File: src/rtl/reg_seq_pkg.sv
// Shared definitions for the register-window writer and reader sequencers:
// state encoding, default window geometry and register-index width.
package reg_seq_pkg;

    localparam int REG_IDX_W     = 5;
    localparam int IDX_W         = 4;
    localparam int DEFAULT_BASE  = 8;
    localparam int DEFAULT_STEPS = 4;

    typedef enum logic [1:0] {
        ST_IDLE  = 2'd0,
        ST_ARMED = 2'd1,
        ST_STEP  = 2'd2,
        ST_DONE  = 2'd3
    } state_e;

    typedef logic [REG_IDX_W-1:0] regnum_t;

endpackage

File: src/rtl/reg_reader_if.sv
// Request/readback bundle between a requester + register file (master side)
// and the reg_reader window walker (slave side).
interface reg_reader_if
    import reg_seq_pkg::*;
#(
    parameter int WIDTH = 32
) ();

    logic             go;
    logic             direction;
    logic [WIDTH-1:0] rdata;
    regnum_t          regnum;
    logic             rd_en;
    logic             done;
    logic [WIDTH-1:0] sum;
    logic [WIDTH-1:0] csum;

    modport master (
        output go, direction, rdata,
        input  regnum, rd_en, done, sum, csum
    );

    modport slave (
        input  go, direction, rdata,
        output regnum, rd_en, done, sum, csum
    );

endinterface

File: src/rtl/reg_window_addr.sv
// Decodes the sequencer state into a register-file address and enable.
// Pure combinational so writer and reader present addresses identically.
module reg_window_addr
    import reg_seq_pkg::*;
#(
    parameter int BASE = DEFAULT_BASE
) (
    input  state_e           state,
    input  logic [IDX_W-1:0] idx,
    input  logic             dir,
    output regnum_t          regnum,
    output logic             rd_en
);

    localparam regnum_t BASE_R = regnum_t'(BASE);

    // 5-bit arithmetic: stepping past 0 or 31 wraps around by design.
    always_comb begin
        regnum = '0;
        rd_en  = 1'b0;
        unique case (state)
            ST_ARMED: begin
                regnum = BASE_R;
                rd_en  = 1'b1;
            end
            ST_STEP: begin
                regnum = dir ? (BASE_R + regnum_t'(idx)) : (BASE_R - regnum_t'(idx));
                rd_en  = 1'b1;
            end
            default: begin
                regnum = '0;
                rd_en  = 1'b0;
            end
        endcase
    end

endmodule

File: src/rtl/reg_reader.sv
// Walks a window of BASE plus STEPS registers after a go handshake and
// accumulates the read data into a modular sum and an XOR checksum.
module reg_reader
    import reg_seq_pkg::*;
#(
    parameter int WIDTH = 32,
    parameter int BASE  = DEFAULT_BASE,
    parameter int STEPS = DEFAULT_STEPS
) (
    input logic          clock,
    input logic          reset,
    reg_reader_if.slave  bus
);

    if (STEPS < 1 || STEPS > 15) begin : g_steps_check
        $error("reg_reader: STEPS must lie in 1..15");
    end

    localparam logic [IDX_W-1:0] LAST_IDX = IDX_W'(STEPS);

    state_e           state_q, state_d;
    logic [IDX_W-1:0] idx_q, idx_d;
    logic             dir_q, dir_d;
    logic [WIDTH-1:0] sum_q, sum_d;
    logic [WIDTH-1:0] csum_q, csum_d;
    logic             done_q, done_d;

    always_comb begin
        state_d = state_q;
        idx_d   = idx_q;
        dir_d   = dir_q;
        sum_d   = sum_q;
        csum_d  = csum_q;
        unique case (state_q)
            ST_IDLE: begin
                if (bus.go) state_d = ST_ARMED;
            end
            ST_ARMED: begin
                // Reload rather than accumulate: a long ARMED dwell is one read.
                sum_d  = bus.rdata;
                csum_d = bus.rdata;
                if (!bus.go) begin
                    state_d = ST_STEP;
                    idx_d   = IDX_W'(1);
                    dir_d   = bus.direction;
                end
            end
            ST_STEP: begin
                sum_d  = sum_q + bus.rdata;
                csum_d = csum_q ^ bus.rdata;
                if (idx_q == LAST_IDX) begin
                    state_d = ST_DONE;
                    idx_d   = '0;
                end else begin
                    idx_d = idx_q + IDX_W'(1);
                end
            end
            ST_DONE: begin
                if (bus.go) state_d = ST_ARMED;
            end
            default: state_d = ST_IDLE;
        endcase
        done_d = (state_d == ST_DONE);
    end

    always_ff @(posedge clock or negedge reset) begin
        if (!reset) begin
            state_q <= ST_IDLE;
            idx_q   <= '0;
            dir_q   <= 1'b0;
            sum_q   <= '0;
            csum_q  <= '0;
            done_q  <= 1'b0;
        end else begin
            state_q <= state_d;
            idx_q   <= idx_d;
            dir_q   <= dir_d;
            sum_q   <= sum_d;
            csum_q  <= csum_d;
            done_q  <= done_d;
        end
    end

    regnum_t regnum_w;
    logic    rd_en_w;

    reg_window_addr #(
        .BASE (BASE)
    ) u_addr (
        .state  (state_q),
        .idx    (idx_q),
        .dir    (dir_q),
        .regnum (regnum_w),
        .rd_en  (rd_en_w)
    );

    assign bus.regnum = regnum_w;
    assign bus.rd_en  = rd_en_w;
    assign bus.done   = done_q;
    assign bus.sum    = sum_q;
    assign bus.csum   = csum_q;

endmodule

File: src/flat_wrapper.sv
// flat-port wrapper written by rule: the top's interface ports become plain ports
module reg_reader_flat import reg_seq_pkg::*;
#(
    parameter int WIDTH = 32,
    parameter int BASE  = DEFAULT_BASE,
    parameter int STEPS = DEFAULT_STEPS
)
  (clock, reset, bus_go, bus_direction, bus_rdata, bus_regnum, bus_rd_en, bus_done, bus_sum, bus_csum);
  reg_reader_if #(.WIDTH(WIDTH)) bus_i ();
  input logic clock;
  input logic reset;
  input wire logic [$bits(bus_i.go)-1:0] bus_go;
  input wire logic [$bits(bus_i.direction)-1:0] bus_direction;
  input wire logic [$bits(bus_i.rdata)-1:0] bus_rdata;
  output wire logic [$bits(bus_i.regnum)-1:0] bus_regnum;
  output wire logic [$bits(bus_i.rd_en)-1:0] bus_rd_en;
  output wire logic [$bits(bus_i.done)-1:0] bus_done;
  output wire logic [$bits(bus_i.sum)-1:0] bus_sum;
  output wire logic [$bits(bus_i.csum)-1:0] bus_csum;
  assign bus_i.go = bus_go;
  assign bus_i.direction = bus_direction;
  assign bus_i.rdata = bus_rdata;
  assign bus_regnum = bus_i.regnum;
  assign bus_rd_en = bus_i.rd_en;
  assign bus_done = bus_i.done;
  assign bus_sum = bus_i.sum;
  assign bus_csum = bus_i.csum;
  reg_reader #(.WIDTH(WIDTH), .BASE(BASE), .STEPS(STEPS)) u_core (.clock(clock), .reset(reset), .bus(bus_i));
endmodule
File: config.mk
export PLATFORM = sky130hd
export DESIGN_NAME = reg_reader_flat
export DESIGN_NICKNAME = d
export VERILOG_FILES = /design/src/rtl/reg_seq_pkg.sv /design/src/rtl/reg_reader_if.sv /design/src/rtl/reg_window_addr.sv /design/src/rtl/reg_reader.sv /design/src/flat_wrapper.sv
export SDC_FILE = /design/constraint.sdc
export NUM_CORES = 1
export LEC_CHECK = 0
export BUFFER_PORTS_ARGS = -buffer_cell sky130_fd_sc_hd__buf_2
export CELL_PAD_IN_SITES_DETAIL_PLACEMENT = 0
export CELL_PAD_IN_SITES_GLOBAL_PLACEMENT = 1
export CORE_UTILIZATION = 30
export DETAILED_ROUTE_END_ITERATION = 6
export HOLD_SLACK_MARGIN = 0.08
export PLACE_DENSITY_LB_ADDON = 0.1
export RECOVER_POWER = 25
export SETUP_SLACK_MARGIN = 0.2
export SKIP_CTS_REPAIR_TIMING = 1
export SYNTH_ARGS = -nofsm -noshare
export SYNTH_HDL_FRONTEND = slang
export SYNTH_SLANG_ARGS = --single-unit
File: constraint.sdc
create_clock -name clock -period 5.5 [get_ports clock]
set_input_delay 1.1 -clock clock [delete_from_list [all_inputs] [get_ports clock]]
set_output_delay 1.1 -clock clock [all_outputs]
set_load 0.01 [all_outputs]
==> out/summary.log <==
qor: synth.synthCells 559
qor: synth.synth_cell_types 48
qor: global_route.vias_in_the_first_global_route 4283
qor: critical_path.cp_slowest_stage_delay 0.48 ns
qor: cells_and_area.drive_above_1_share 20.9%
qor: synth.synth_seq_cells 72
qor: synth.post_synth.cell_area_avg 8.83 um2
qor: critical_path.critical_path_required 5.71 ns
qor: floorplanning.die_x 130 um
qor: routing.drt_iter0_drc 168
qor: floorplanning.design.core.area 15900 um2
qor: synth.top_cell_type_s_share_of_synthesized_area 36.5%
qor: sta.period_share 68.4%
qor: cells_and_area.num-nets-final 721
qor: floorplanning.initial_core_util 30.9%
qor: critical_path.launching_element_type_of_the_critical_path primary input
qor: job.drv_cap 1
qor: synth.synth_async_sr_flop_share 100%
qor: routing.detail_route.first_pass.iterations 4
qor: sta.final_worst_clock_skew 0.0104 ns
qor: routing.postRouteAntennaNets 0
qor: floorplanning.die_height 130 um
qor: synth.yosysSeqAreaShare 36.5%
qor: hold_path.whs_endpoint u_core.bus.csum[11]
qor: routing.drt-wirelength-per-cell 15.7 um
qor: power_and_ir_drop.highest_ir_drop_seen_on_vdd 0.469 mV
qor: power_and_ir_drop.power-per-cell-area 747 nW/um2
qor: cts.total_cts_buffers 9
qor: critical_path.regToRegStartpoint u_core.bus.sum[0]
qor: cells_and_area.layout.filler_cells 1659
qor: cts.htree_num_levels 3
qor: critical_path.timing.critical_path.buf_inv 1
qor: critical_path.ff2ff_path_depth 12
qor: critical_path.setup.worst_path.class primary input to flop
qor: routing.dr_total_vias 4441
qor: cts.cts_tree done
qor: synth.synth_area_leaders sky130_fd_sc_hd__dfrtp_1 37%, sky130_fd_sc_hd__ha_1 8.9%, sky130_fd_sc_hd__o21ai_0 7.7%, sky130_fd_sc_hd__nand2_1 6.5%, sky130_fd_sc_hd__a32o_1 6.3%
qor: sta.rsz0062_at_grt false
qor: global_route.grt_first_pass_wirelength 21.8 mm
qor: hold_path.hold_path.class flop to flop
qor: critical_path.timing.critical_path.slowest_stage_cell sky130_fd_sc_hd__a221oi_1
qor: floorplanning.ioPinCount 107
qor: placement.post_dp_cell_area 5650 um2
qor: synth.mappedNetlistArea 4930 um2
qor: cts.cts-root-to-sink-buffers 2
qor: critical_path.path_common_cell sky130_fd_sc_hd__a21o_1
qor: cts.clkTransAtPathRegs 0.06 ns
qor: sta.timing.final.crit_period 3.76 ns
qor: critical_path.critical-path-top-delay-family compound AO/OA/AOI/OAI gates
qor: critical_path.reg2reg_to u_core.bus.sum[30]
qor: placement.buffer_ports.inserted 106
qor: synth.yosysWarningCount 0
qor: power_and_ir_drop.power.static_leakage 2.70 nW
qor: placement.dp_hpwl 9.40 mm
qor: critical_path.reg2reg_setup_slack 2.19 ns
qor: power_and_ir_drop.power 4.42 mW
qor: sta.maxClockFrequency 266 MHz
qor: sta.setup_tns 0 ns
qor: cells_and_area.fin_area 5910 um2
qor: critical_path.worst_setup_path_end_kind flop
qor: sta.setup_viol_count_final 0
qor: floorplanning.fp-row-count 46
qor: routing.via_per_inst 5.12
qor: global_route.gr-total-overflow 0
qor: placement.place_congestion 0.834
qor: synth.mappedNetlistNets 631
qor: synth.synth_largest_area_cell sky130_fd_sc_hd__dfrtp_1
qor: synth.ys_dominant_reg_cell sky130_fd_sc_hd__dfrtp_1
qor: hold_path.hold_start u_core.bus.csum[11]
qor: floorplanning.design.die.area 17000 um2
qor: routing.drc 0
qor: global_route.track_usage 16.6%
qor: critical_path.critical_path.cell_chain buf_2 > ha_1 > fa_1 > a21o_1 > a221oi_1 > nor4_1 > o31ai_1 > a21o_1 > a21oi_1 > o2bb2ai_1 > o22ai_1 > xor2_1 > o21ai_0
qor: cells_and_area.n_antenna_cell 0
qor: status.run_status finished with violations
qor: sta.final_worst_hold_slack 0.508 ns
qor: sta.timing.slew.headroom -29.8%
qor: sta.worst-slew-pin-transition 1.95 ns
qor: critical_path.cp_data_arrival_time 3.97 ns
qor: synth.synth_enable_flop_cells 0
qor: hold_path.worst_hold_path.num_cells 1
qor: cts.numClockSinks 72
qor: sta.number_of_hold_violations_in_the_final_report 0
qor: critical_path.worst-path-max-fanout 4
qor: global_route.initial_antenna_violation_count 0
qor: routing.route.final.wire_length 13.6 mm
qor: cells_and_area.area_growth_from_synthesis_to_final_layout 19.8%
qor: sta.timing.final.max_slew_violations 73
qor: cts.clockRootBuffer sky130_fd_sc_hd__clkbuf_16
qor: cts.clock_insertion_delay_worst_skew 0.34 ns
qor: status.failing_checks max-capacitance violations, max-slew violations
qor: global_route.largest_net_degree_at_the_start_of_global_routing 73
[worst max-delay path by stage]
stage / from / endpoint / slack, ns / depth (start not counted)
floorplan: bus_rdata[0] / u_core.bus.sum[24] / 1.92 / 12
global placement: bus_rdata[0] / u_core.bus.sum[30] / 1.43 / 13
detailed placement: bus_rdata[0] / u_core.bus.sum[30] / 1.36 / 13
CTS: bus_rdata[0] / u_core.bus.sum[30] / 1.71 / 13
global route: bus_rdata[0] / u_core.bus.sum[24] / 1.46 / 13
finish: bus_rdata[0] / u_core.bus.sum[30] / 1.74 / 13
[cell usage in the layout, fill, tap and decap left out, types with 9 or more instances in the layout]
master                      netlist  layout
sky130_fd_sc_hd__buf_2            0     104
sky130_fd_sc_hd__nand2_1         85      85
sky130_fd_sc_hd__o21ai_0         76      76
sky130_fd_sc_hd__dfrtp_1         72      72
sky130_fd_sc_hd__a21oi_1         38      38
sky130_fd_sc_hd__ha_1            35      34
sky130_fd_sc_hd__nor2_1          33      33
sky130_fd_sc_hd__a32o_1          31      31
sky130_fd_sc_hd__xnor2_1         22      22
sky130_fd_sc_hd__mux2i_1         19      19
sky130_fd_sc_hd__a21o_1          19      19
sky130_fd_sc_hd__inv_1           11      11
sky130_fd_sc_hd__nor3_1          10      10
sky130_fd_sc_hd__xor2_1          10      10
sky130_fd_sc_hd__clkbuf_16        0       9
[per-layer routing]
metal,routed length [um],part of all wire (%),GRT usage [%],up-vias
met5,0,0,0,-
met4,92,0.68,4.31,0
met3,559,4.1,3.16,6
met2,6420,47,28.1,90
met1,6520,48,21.6,2115
li1,-,-,-,2230
[through the flow]
stage / utilization, % / std cells / setup slack, ns
floorplan: - / 559 / 1.92
global placement: 35.5 / 854 / 1.43
detailed placement: 35.5 / 854 / 1.36
CTS: 37.1 / 867 / 1.71
global route: 37.1 / 867 / 1.46
finish: 37.1 / 867 / 1.74
[flip-flops by register name (all words and copies together), names as in the netlist]
register,count
u_core.idx_q,4
u_core.bus.done,1
u_core.state_q,2
u_core.dir_q,1
u_core.bus.csum,32
u_core.bus.sum,32
[area by class of cell]
| type | count | area [um2] | share of cell area (%) |
|---|---|---|---|
| tap | 216 | 270 | 4.57 |
| clock buffer | 12 | 256 | 4.34 |
| timing repair buffer | 110 | 559 | 9.46 |
| inverter | 12 | 45.0 | 0.762 |
| multi-input combinational | 444 | 2970 | 50.3 |
| sequential | 72 | 1800 | 30.5 |
| clock inverter | 1 | 5.00 | 0.0847 |
[power breakdown]
| part | switching (mW) | internal (mW) | total [mW] |
|---|---|---|---|
| Clock | 0.220 | 0.322 | 0.542 |
| Combinational | 1.65 | 1.18 | 2.83 |
| Sequential | 0.222 | 0.821 | 1.04 |
| Total | 2.09 | 2.32 | 4.42 |
[kinds of logic (layout without fill, tap and decap cells)]
logic type | after synthesis | count (layout) | share of synthesized area, %
AOI/OAI and AO/OA | 202 | 202 | 27.8
and+or+nand+nor | 154 | 154 | 13.4
DFF | 72 | 72 | 36.5
buffers and inverters | 43 | 135 | 3.27
adders and majority gates | 36 | 36 | 9.28
xor gates and xnor gates | 32 | 32 | 5.68
muxes | 20 | 20 | 4.08
[cells in the mapped netlist (4+ instances only)]
master                      n
sky130_fd_sc_hd__nand2_1   85
sky130_fd_sc_hd__o21ai_0   76
sky130_fd_sc_hd__dfrtp_1   72
sky130_fd_sc_hd__a21oi_1   38
sky130_fd_sc_hd__ha_1      35
sky130_fd_sc_hd__nor2_1    33
sky130_fd_sc_hd__a32o_1    31
sky130_fd_sc_hd__clkbuf_1  31
sky130_fd_sc_hd__xnor2_1   22
sky130_fd_sc_hd__a21o_1    19
sky130_fd_sc_hd__mux2i_1   19
sky130_fd_sc_hd__inv_1     11
sky130_fd_sc_hd__nor3_1    10
sky130_fd_sc_hd__xor2_1    10
sky130_fd_sc_hd__a22oi_1    6
sky130_fd_sc_hd__nand3_1    5
sky130_fd_sc_hd__a211oi_1   4
sky130_fd_sc_hd__nand4_1    4
[worst reg2reg max path: stages, from the launching register on]
cell                        delay [ns]
sky130_fd_sc_hd__dfrtp_1          0.40
sky130_fd_sc_hd__ha_1             0.24
sky130_fd_sc_hd__fa_1             0.42
sky130_fd_sc_hd__a21o_1           0.21
sky130_fd_sc_hd__a221oi_1         0.48
sky130_fd_sc_hd__nor4_1           0.16
sky130_fd_sc_hd__o31ai_1          0.35
sky130_fd_sc_hd__a21o_1           0.20
sky130_fd_sc_hd__a21oi_1          0.12
sky130_fd_sc_hd__o2bb2ai_1        0.19
sky130_fd_sc_hd__o22ai_1          0.19
sky130_fd_sc_hd__xor2_1           0.15
sky130_fd_sc_hd__o21ai_0          0.08
No activity file was read; power rests on OpenSTA's default activity.
